<file path="config.mk">
export PLATFORM = sky130hd
export DESIGN_NAME = fetch_stage
export DESIGN_NICKNAME = d
export VERILOG_FILES = /design/src/rtl/mips_pkg.sv /design/src/rtl/fetch_stage_next_pc_mux.sv /design/src/rtl/fetch_stage.sv
export SDC_FILE = /design/constraint.sdc
export NUM_CORES = 1
export LEC_CHECK = 0
export ABC_AREA = 1
export CAP_MARGIN = 25
export CELL_PAD_IN_SITES_DETAIL_PLACEMENT = 0
export CELL_PAD_IN_SITES_GLOBAL_PLACEMENT = 1
export CORE_MARGIN = 4
export CORE_UTILIZATION = 30
export CTS_CLUSTER_SIZE = 16
export DETAILED_ROUTE_END_ITERATION = 6
export PLACE_DENSITY_LB_ADDON = 0.1
export SLEW_MARGIN = 30
export SYNTH_ARGS = -nofsm -noshare
export SYNTH_HDL_FRONTEND = slang
export SYNTH_SLANG_ARGS = --single-unit
export TNS_END_PERCENT = 100
</file>
<file path="constraint.sdc">
create_clock -name clk -period 2.3 [get_ports clk]
set_input_delay 0.46 -clock clk [delete_from_list [all_inputs] [get_ports clk]]
set_output_delay 0.46 -clock clk [all_outputs]
set_load 0.05 [all_outputs]
</file>
<file path="src/rtl/mips_pkg.sv">
// Shared MIPS pipeline definitions: NOP encoding, fetch FSM states and J-target helper.
package mips_pkg;

    localparam logic [31:0] NOP_INSTR = 32'h0000_0000;

    typedef enum logic [1:0] {
        BOOT = 2'd0,
        RUN  = 2'd1,
        WAIT = 2'd2
    } fetch_state_t;

    // Outcome of the per-cycle next-PC priority decision.
    typedef enum logic [2:0] {
        SEL_BOOT    = 3'd0,
        SEL_BRANCH  = 3'd1,
        SEL_JUMP    = 3'd2,
        SEL_STALL   = 3'd3,
        SEL_WAITMEM = 3'd4,
        SEL_SEQ     = 3'd5
    } next_sel_t;

    function automatic logic [31:0] j_target(input logic [3:0] pc_hi, input logic [25:0] index);
        return {pc_hi, index, 2'b00};
    endfunction

endpackage

</file>
<file path="src/rtl/fetch_stage_next_pc_mux.sv">
// Next-PC priority select (boot, branch, jump, stall, memory wait, sequential) plus the +4 adder.
module next_pc_mux
    import mips_pkg::*;
#(
    parameter logic [31:0] RESET_VEC = 32'h0000_0000
) (
    input  logic        boot_i,
    input  logic [31:0] pc_cur_i,
    input  logic        stall_i,
    input  logic        br_taken_i,
    input  logic [29:0] br_target_hi_i,
    input  logic        jump_i,
    input  logic [25:0] jump_index_i,
    input  logic        imem_ready_i,
    output logic [31:0] pc_next_o,
    output logic [31:0] pc_plus4_o,
    output logic [2:0]  sel_o
);

    assign pc_plus4_o = pc_cur_i + 32'd4;

    // A taken branch belongs to an older instruction, so it beats both jump and stall.
    always_comb begin
        sel_o     = SEL_SEQ;
        pc_next_o = pc_plus4_o;
        if (boot_i) begin
            sel_o     = SEL_BOOT;
            pc_next_o = RESET_VEC;
        end else if (br_taken_i) begin
            sel_o     = SEL_BRANCH;
            pc_next_o = {br_target_hi_i, 2'b00};
        end else if (jump_i && !stall_i) begin
            sel_o     = SEL_JUMP;
            pc_next_o = j_target(pc_cur_i[31:28], jump_index_i);
        end else if (stall_i) begin
            sel_o     = SEL_STALL;
            pc_next_o = pc_cur_i;
        end else if (!imem_ready_i) begin
            sel_o     = SEL_WAITMEM;
            pc_next_o = pc_cur_i;
        end
    end

endmodule

</file>
<file path="src/rtl/fetch_stage.sv">
// MIPS instruction-fetch stage: boot/run/wait FSM, IF/ID pipeline register and
// saturating fetch/bubble counters around the next-PC mux.
module fetch_stage
    import mips_pkg::*;
#(
    parameter logic [31:0] RESET_VEC = 32'h0000_0000,
    parameter int          IMEM_AW   = 10,
    parameter int          CNT_W     = 16
) (
    input  logic               clk,
    input  logic               reset_n,
    input  logic [31:0]        pc_cur,
    output logic [31:0]        pc_next,
    output logic               imem_req,
    output logic [IMEM_AW-1:0] imem_addr,
    input  logic [31:0]        imem_rdata,
    input  logic               imem_ready,
    input  logic               stall,
    input  logic               br_taken,
    input  logic [31:0]        br_target,
    input  logic               jump,
    input  logic [25:0]        jump_index,
    output logic [31:0]        ifid_instr,
    output logic [31:0]        ifid_pc4,
    output logic               ifid_valid,
    output logic               ifid_misalign,
    output logic [CNT_W-1:0]   fetch_cnt,
    output logic [CNT_W-1:0]   bubble_cnt
);

    function automatic logic [CNT_W-1:0] sat_inc(input logic [CNT_W-1:0] v);
        return (&v) ? v : v + 1'b1;
    endfunction

    fetch_state_t     state_q;
    logic [2:0]       sel;
    logic [31:0]      pc_plus4;
    logic             redirect;

    logic [31:0]      instr_q, instr_d;
    logic [31:0]      pc4_q, pc4_d;
    logic             valid_q, valid_d;
    logic             mis_q, mis_d;
    logic             latch_q, latch_d;
    logic [CNT_W-1:0] fcnt_q, fcnt_d;
    logic [CNT_W-1:0] bcnt_q, bcnt_d;

    next_pc_mux #(
        .RESET_VEC(RESET_VEC)
    ) u_next_pc_mux (
        .boot_i        (state_q == BOOT),
        .pc_cur_i      (pc_cur),
        .stall_i       (stall),
        .br_taken_i    (br_taken),
        .br_target_hi_i(br_target[31:2]),
        .jump_i        (jump),
        .jump_index_i  (jump_index),
        .imem_ready_i  (imem_ready),
        .pc_next_o     (pc_next),
        .pc_plus4_o    (pc_plus4),
        .sel_o         (sel)
    );

    assign imem_req  = (state_q != BOOT) && !stall;
    assign imem_addr = pc_cur[IMEM_AW+1:2];
    assign redirect  = (sel == SEL_BRANCH) || (sel == SEL_JUMP);

    always_ff @(posedge clk or negedge reset_n) begin
        if (!reset_n) begin
            state_q <= BOOT;
        end else begin
            case (state_q)
                BOOT:    state_q <= RUN;
                RUN:     if (imem_req && !imem_ready && !redirect) state_q <= WAIT;
                WAIT:    if (imem_ready || redirect) state_q <= RUN;
                default: state_q <= BOOT;
            endcase
        end
    end

    // The misalign latch remembers the last redirect until the instruction it fetched lands in IF/ID.
    always_comb begin
        instr_d = instr_q;
        pc4_d   = pc4_q;
        valid_d = valid_q;
        mis_d   = mis_q;
        latch_d = latch_q;
        fcnt_d  = fcnt_q;
        bcnt_d  = bcnt_q;
        case (sel)
            SEL_BRANCH: begin
                instr_d = NOP_INSTR;
                valid_d = 1'b0;
                mis_d   = 1'b0;
                latch_d = |br_target[1:0];
            end
            SEL_JUMP: begin
                instr_d = NOP_INSTR;
                valid_d = 1'b0;
                mis_d   = 1'b0;
                latch_d = 1'b0;
            end
            SEL_WAITMEM: begin
                instr_d = NOP_INSTR;
                valid_d = 1'b0;
                mis_d   = 1'b0;
                bcnt_d  = sat_inc(bcnt_q);
            end
            SEL_SEQ: begin
                instr_d = imem_rdata;
                pc4_d   = pc_plus4;
                valid_d = 1'b1;
                mis_d   = latch_q;
                latch_d = 1'b0;
                fcnt_d  = sat_inc(fcnt_q);
            end
            default: ;
        endcase
    end

    always_ff @(posedge clk or negedge reset_n) begin
        if (!reset_n) begin
            instr_q <= NOP_INSTR;
            pc4_q   <= 32'h0;
            valid_q <= 1'b0;
            mis_q   <= 1'b0;
            latch_q <= 1'b0;
            fcnt_q  <= '0;
            bcnt_q  <= '0;
        end else begin
            instr_q <= instr_d;
            pc4_q   <= pc4_d;
            valid_q <= valid_d;
            mis_q   <= mis_d;
            latch_q <= latch_d;
            fcnt_q  <= fcnt_d;
            bcnt_q  <= bcnt_d;
        end
    end

    assign ifid_instr    = instr_q;
    assign ifid_pc4      = pc4_q;
    assign ifid_valid    = valid_q;
    assign ifid_misalign = mis_q;
    assign fetch_cnt     = fcnt_q;
    assign bubble_cnt    = bcnt_q;

endmodule
</file>
==> flow_summary.json, run 1 <==
{
  "drive_gt1_share_pct": 30.23,
  "status": "completed",
  "worstSetupEndpointType": "primary output",
  "max_slew_margin_pct": 61.37,
  "syn_inst": 859,
  "synth.top_cell.area_share_pct": 40.38,
  "drc_errors": 0,
  "crit_arrival_ns": 1.82,
  "power_density_nw_per_um2": 788.9,
  "synth.avg_cell_area_sq_um": 7.287,
  "area_delta_synth_final_pct": 81.87,
  "peakVddDrop_mv": 0.3940,
  "gp_congestion": 0.8591,
  "grtUsageTotal_pct": 20.51,
  "synth_area_leaders": "dfrtp_1, nand2_1, a32o_1, nor2_1, nand3_1",
  "final_common_cell": "nand2_1",
  "antenna_found_initial": 0,
  "ys_warn_count": 0,
  "syn_area_sq_um": 6260,
  "antenna_left": 0,
  "io_pins": 269,
  "hold_buffers": 0,
  "synth-async-reset-ratio_pct": 100.0,
  "die_x_um": 152.5,
  "ys_types": 41,
  "rsz0062_at_grt": "yes",
  "final_cell_mix": "nand2_1, clkdlybuf4s50_1, buf_4",
  "worstSetupPathType": "in2out",
  "r2r_cells": 10,
  "row_count": 52,
  "path_clk_slew_ns": 0.08,
  "setup_violations": 0,
  "setup_tns_ns": 0,
  "grt_max_degree": 45,
  "finClkSkew_ns": 0.01115,
  "drt_iter0_drc": 266,
  "maxSlewViolCount": 0,
  "routed_wl_um": 24540,
  "cts_tree": "built",
  "n_fill_cell": 1967,
  "start_util_pct": 30.74,
  "period_needed_ns": 2.277,
  "die_y_um": 152.5,
  "clock.fmax_mhz": 439.1,
  "cts_sinks": 101,
  "overflow": 0,
  "yosys.area.top_type": "dfrtp_1",
  "wl_per_cell_um": 16.18,
  "synth_edf_count": 0,
  "syn_nets": 990,
  "ys_ff_latch": 101,
  "hold_class": "in2async",
  "required_ns": 1.84,
  "finalHoldViolations": 0,
  "start_kind": "primary input",
  "cts_root_buf": "clkbuf_16",
  "yosysSeqAreaShare_pct": 40.38,
  "final_area_sq_um": 11380,
  "place.port_buffers": 268,
  "insertion_delay_ns": 0.35,
  "core_sq_um": 20360,
  "dieArea_sq_um": 23240,
  "cts.path.max_buffers": 2,
  "synth_ff_type": "dfrtp_1",
  "cts_buffers": 9,
  "worst_pin_slew_ns": 0.5777,
  "grt_pass1_wl_um": 38730,
  "post-dp-hpwl_um": 19410,
  "final.period_utilization_pct": 99.02,
  "worstPathMaxFanout": 3,
  "nets": 1373,
  "h-tree-depth": 3,
  "placed_area_sq_um": 10550,
  "grt_pass1_vias": 7118,
  "diodes": 0,
  "p_leak_uw": 0.005192,
  "via_per_inst": 4.670,
  "dr.pass1.iters": 6,
  "drv_cap": 0,
  "via_count": 7084
}
==> power by group <==
part	total (uW)	internal, uW	switching [uW]
combinational	4960	1930	3030
clock	1640	866	774
sequential	2380	2120	262
==> synth_stat cells, drive strengths merged, types with 14 or more instances <==
cell type / count
nand3: 63
nand2: 276
a32o: 33
inv: 73
buf: 24
dfrtp: 101
nor2: 95
nor3: 19
a21oi: 29
xor2: 21
clkbuf: 18
o21ai: 58
xnor2: 14
==> per-stage QoR <==
step | total power (uW) | setup WS (ns) | utilization [%] | hold WS [ns] | std cells
finish | 8981 | 0.02257 | 55.90 | 0.04564 | 1517
global route | 9439 | -0.09817 | 55.90 | 0.06287 | 1517
CTS | 9004 | -0.01039 | 54.69 | 0.04951 | 1513
detailed placement | 7238 | -0.6949 | 51.81 | 0.4404 | 1492
global placement | 7226 | -0.6534 | 51.81 | 0.4420 | 1492
floorplan | 5058 | -0.1249 | - | 0.1644 | 859
==> layer usage <==
| layer | GRT usage, % | up-vias | share of wire (%) |
|---|---|---|---|
| li1 | - | 3589 | - |
| met1 | 25.30 | 3270 | 43 |
| met2 | 35.90 | 210 | 49 |
| met3 | 6.447 | 15 | 7.5 |
| met4 | 3.394 | 0 | 0.86 |
| met5 | 0 | - | 0 |
==> cells by family (layout without fill, tap and decap cells) <==
kind of cell | Yosys count | in the layout | synth area share, %
DFF | 101 | 101 | 40.38
and+or+nand+nor | 474 | 474 | 32.38
adders and majority gates | 3 | 3 | 0.5997
buffers and inverters | 115 | 503 | 8.135
xor gates and xnor gates | 35 | 35 | 4.897
AOI/OAI and AO/OA | 131 | 131 | 13.61
==> cell type report <==
class / instances / area, sq um / area share (%)
Inverter: 73 / 286.5 / 2.517
Clock inverter: 7 / 82.58 / 0.7254
Sequential cell: 101 / 2527 / 22.20
Multi-Input combinational cell: 643 / 3737 / 32.83
Timing Repair Buffer: 414 / 4188 / 36.78
Tap cell: 270 / 337.8 / 2.967
Clock buffer: 9 / 225.2 / 1.978
==> critical path, cell delays in order <==
cell,delay [ns]
buf_6,0.09
ha_4,0.13
nand2_2,0.05
inv_2,0.07
nand2_4,0.07
inv_4,0.06
nand3b_1,0.12
nor2_2,0.19
nand3b_1,0.14
nor2_2,0.12
nor2_2,0.06
nor2_4,0.09
buf_8,0.15
==> what timing repair did <==
| action | 4_1_cts | 5_1_grt |
|---|---|---|
| setup endpoints to repair | 32 | 29 |
| pin swaps | 37 | 40 |
| setup buffers | 5 | 4 |
| gates resized for setup | 183 | 108 |
==> registers in the layout, indices dropped and copies added (netlist names) <==
| register | cells |
|---|---|
| bubble_cnt | 16 |
| ifid_valid | 1 |
| state_q | 2 |
| latch_q | 1 |
| ifid_pc4 | 32 |
| fetch_cnt | 16 |
| ifid_instr | 32 |
| ifid_misalign | 1 |
==> path summary, 6_finish.rpt <==
kind	startpoint	endpoint	slack, ns
max reg2reg	state_q[1]$_DFFE_PN0P_	bubble_cnt[9]$_DFFE_PN0P_	0.45
min	reset_n	ifid_instr[14]$_DFFE_PN0P_	0.05
max in group asynchronous	reset_n	ifid_pc4[31]$_DFFE_PN0N_	1.51
min in group clk	ifid_pc4[3]$_DFFE_PN0N_	ifid_pc4[3]$_DFFE_PN0N_	0.48
max	pc_cur[2]	pc_next[28]	0.02
min reg2reg	ifid_pc4[3]$_DFFE_PN0N_	ifid_pc4[3]$_DFFE_PN0N_	0.48
Note: power is estimated with default switching activity, not from simulation.
==> inputs of run 2 (changes only) <==
--- a/config.mk
+++ b/config.mk
@@ -13,6 +13,7 @@
 export CORE_UTILIZATION = 30
 export CTS_CLUSTER_SIZE = 16
 export DETAILED_ROUTE_END_ITERATION = 6
+export GPL_TIMING_DRIVEN = 0
 export PLACE_DENSITY_LB_ADDON = 0.1
 export SLEW_MARGIN = 30
 export SYNTH_ARGS = -nofsm -noshare
==> run 2 against run 1 <==
Net effect: the run now ends with negative setup slack left; clock-buffer cell count unchanged; power down 4.8%; via count decreased by 0.52%; flip-flop and latch count did not move; first-iteration DRC count grew 8.6%; worst hold slack got worse by 0.043 ns; global-route usage rose by 0.71 points; critical path type unchanged; highest routed layer unchanged.
==> flow_summary.json, run 2 (synthesis results as in run 1) <==
{
  "status": "complete, but fails checks",
  "violations": "negative setup slack",
  "row_count": 52,
  "final_common_cell": "nand2_1",
  "gp_congestion": 0.9152,
  "path_clk_slew_ns": 0.07,
  "path_cells": "buf_8 -> ha_4 -> nand2_2 -> inv_2 -> nand2_4 -> inv_4 -> nand3b_1 -> buf_4 -> xor2_2 -> o21ai_2 -> nand3_1 -> buf_6",
  "place.port_buffers": 268,
  "worst-r2r-setup-slack_ns": 0.31,
  "area_delta_synth_final_pct": 70.46,
  "via_count": 7047,
  "overflow": 0,
  "grt_pass1_vias": 6964,
  "grt_max_degree": 56,
  "worst_pin_slew_ns": 0.6043,
  "hold_ws_ns": 0.002427,
  "hold_buffers": 0,
  "pwr-share-comb_pct": 53.4,
  "maxSlewViolCount": 0,
  "wl_per_cell_um": 17.47,
  "post-dp-hpwl_um": 19470,
  "die_y_um": 152.5,
  "drc_errors": 0,
  "worstSetupEndpointType": "primary output",
  "core_sq_um": 20360,
  "cts_sinks": 101,
  "cts_tree": "built",
  "start_kind": "primary input",
  "cts_root_buf": "clkbuf_16",
  "final_cell_mix": "nand2_1, clkdlybuf4s50_1, dfrtp_1",
  "period_needed_ns": 2.353,
  "crit_buf_inv": 5,
  "n_fill_cell": 2002,
  "cts_buffers": 9,
  "grt_pass1_wl_um": 39390,
  "antenna_found_initial": 1,
  "drive_gt1_share_pct": 25.35,
  "power_density_nw_per_um2": 801.7,
  "grtUsageTotal_pct": 21.22,
  "die_x_um": 152.5,
  "cts.path.max_buffers": 2,
  "dieArea_sq_um": 23240,
  "max_slew_margin_pct": 59.72,
  "crit_arrival_ns": 1.89,
  "final_cells": 1470,
  "clkPwrFrac_pct": 18.9,
  "cpMaxStageDelayCell": "buf_4",
  "hold_class": "in2async",
  "dp.cells": 1398,
  "clock.fmax_mhz": 425.0,
  "power.switching_uw": 3991,
  "p_int_uw": 4563,
  "finalHoldViolations": 0,
  "finClkSkew_ns": 0.008710,
  "nets": 1325,
  "multi_input_area_sq_um": 3775,
  "seqPwrFrac_pct": 27.8,
  "required_ns": 1.84,
  "fin_ws_ns": -0.05301,
  "insertion_delay_ns": 0.35,
  "post-route-util_pct": 52.40,
  "routed_wl_um": 25690,
  "final.period_utilization_pct": 102.3,
  "worstSetupPathType": "in2out",
  "rsz0062_at_grt": "yes",
  "power_uw": 8554,
  "critical-path-top-delay-family": "buffers and inverters",
  "peakVddDrop_mv": 0.3969,
  "h-tree-depth": 3,
  "setup_violations": 4,
  "drv_cap": 0,
  "io_pins": 269,
  "critical-path-max-stage-delay_ns": 0.20,
  "setup_tns_ns": -0.09899,
  "seqCellArea_sq_um": 2527,
  "start_util_pct": 30.74,
  "via_per_inst": 4.794,
  "dr.pass1.iters": 4,
  "switching_share_pct": 46.65,
  "worstPathMaxFanout": 4,
  "p_leak_uw": 0.004889,
  "antenna_left": 0,
  "drt_iter0_drc": 289
}
-- run 2: what timing repair did --
item / in CTS / in global routing
setup buffers: 40 / 16
pin swaps: 34 / 38
endpoints found under the setup margin: 44 / 30
hold endpoints to repair: 0 / 0
resized for setup: 457 / 106
-- run 2: worst paths after layout --
kind                                                from                        end  cells after the start
max in group asynchronous                        reset_n   ifid_pc4[30]$_DFFE_PN0N_                      2
worst max-delay path                           pc_cur[3]                pc_next[12]                     12
worst min-delay path                             reset_n  fetch_cnt[11]$_DFFE_PN0P_                      1
worst min register to register   ifid_pc4[1]$_DFFE_PN0N_    ifid_pc4[1]$_DFFE_PN0N_                      2
worst max register to register  fetch_cnt[0]$_DFFE_PN0P_   fetch_cnt[3]$_DFFE_PN0P_                     10
min in group clk                               pc_cur[2]    ifid_pc4[2]$_DFFE_PN0N_                      3
-- run 2: power by group through the flow --
stage          clock network [uW]  registers, uW  logic, uW
2_1_floorplan                   0           3550       1510
3_3_place_gp                    0           2400       4320
3_5_place_dp                    0           2400       4320
4_1_cts                      1670           2380       4480
5_1_grt                      1750           2430       4820
6_report                     1610           2370       4570
-- run 2: stage by stage --
stage	setup WS [ns]	cell area (sq um)
after floorplan	-0.1249	6294
after global placement	-3.475	9314
after detailed placement	-1.625	9346
after CTS	-0.06422	10280
after global routing	-0.1298	10670
final	-0.05301	10670
-- run 2: metal layers --
metal / track usage (%) / vias to the layer above / wire length, um
met5: 0 / - / 0
met4: 5.770 / 0 / 550
met3: 5.311 / 33 / 1711
met2: 36.39 / 252 / 12320
met1: 26.73 / 3263 / 11110
li1: - / 3499 / -
-- run 2: area by class of cell --
cell class | count | share of cell area [%]
diodes | 1 | 0.02345
plain buffers | 42 | 3.189
clock buffers | 9 | 2.111
clock inverters | 7 | 0.7739
inverters | 73 | 2.685
multi-input cells | 643 | 35.38
flip-flops and latches | 101 | 23.69
well taps | 270 | 3.166
repair buffers | 324 | 28.99
==> inputs of run 3 (changes only) <==
--- a/config.mk
+++ b/config.mk
@@ -6,6 +6,7 @@
 export NUM_CORES = 1
 export LEC_CHECK = 0
 export ABC_AREA = 1
+export ABC_CLOCK_PERIOD_IN_PS = 2300
 export CAP_MARGIN = 25
 export CELL_PAD_IN_SITES_DETAIL_PLACEMENT = 0
 export CELL_PAD_IN_SITES_GLOBAL_PLACEMENT = 1
==> results of run 3 <==
The final DEF is identical to that of run 2; final timing and power are the same.
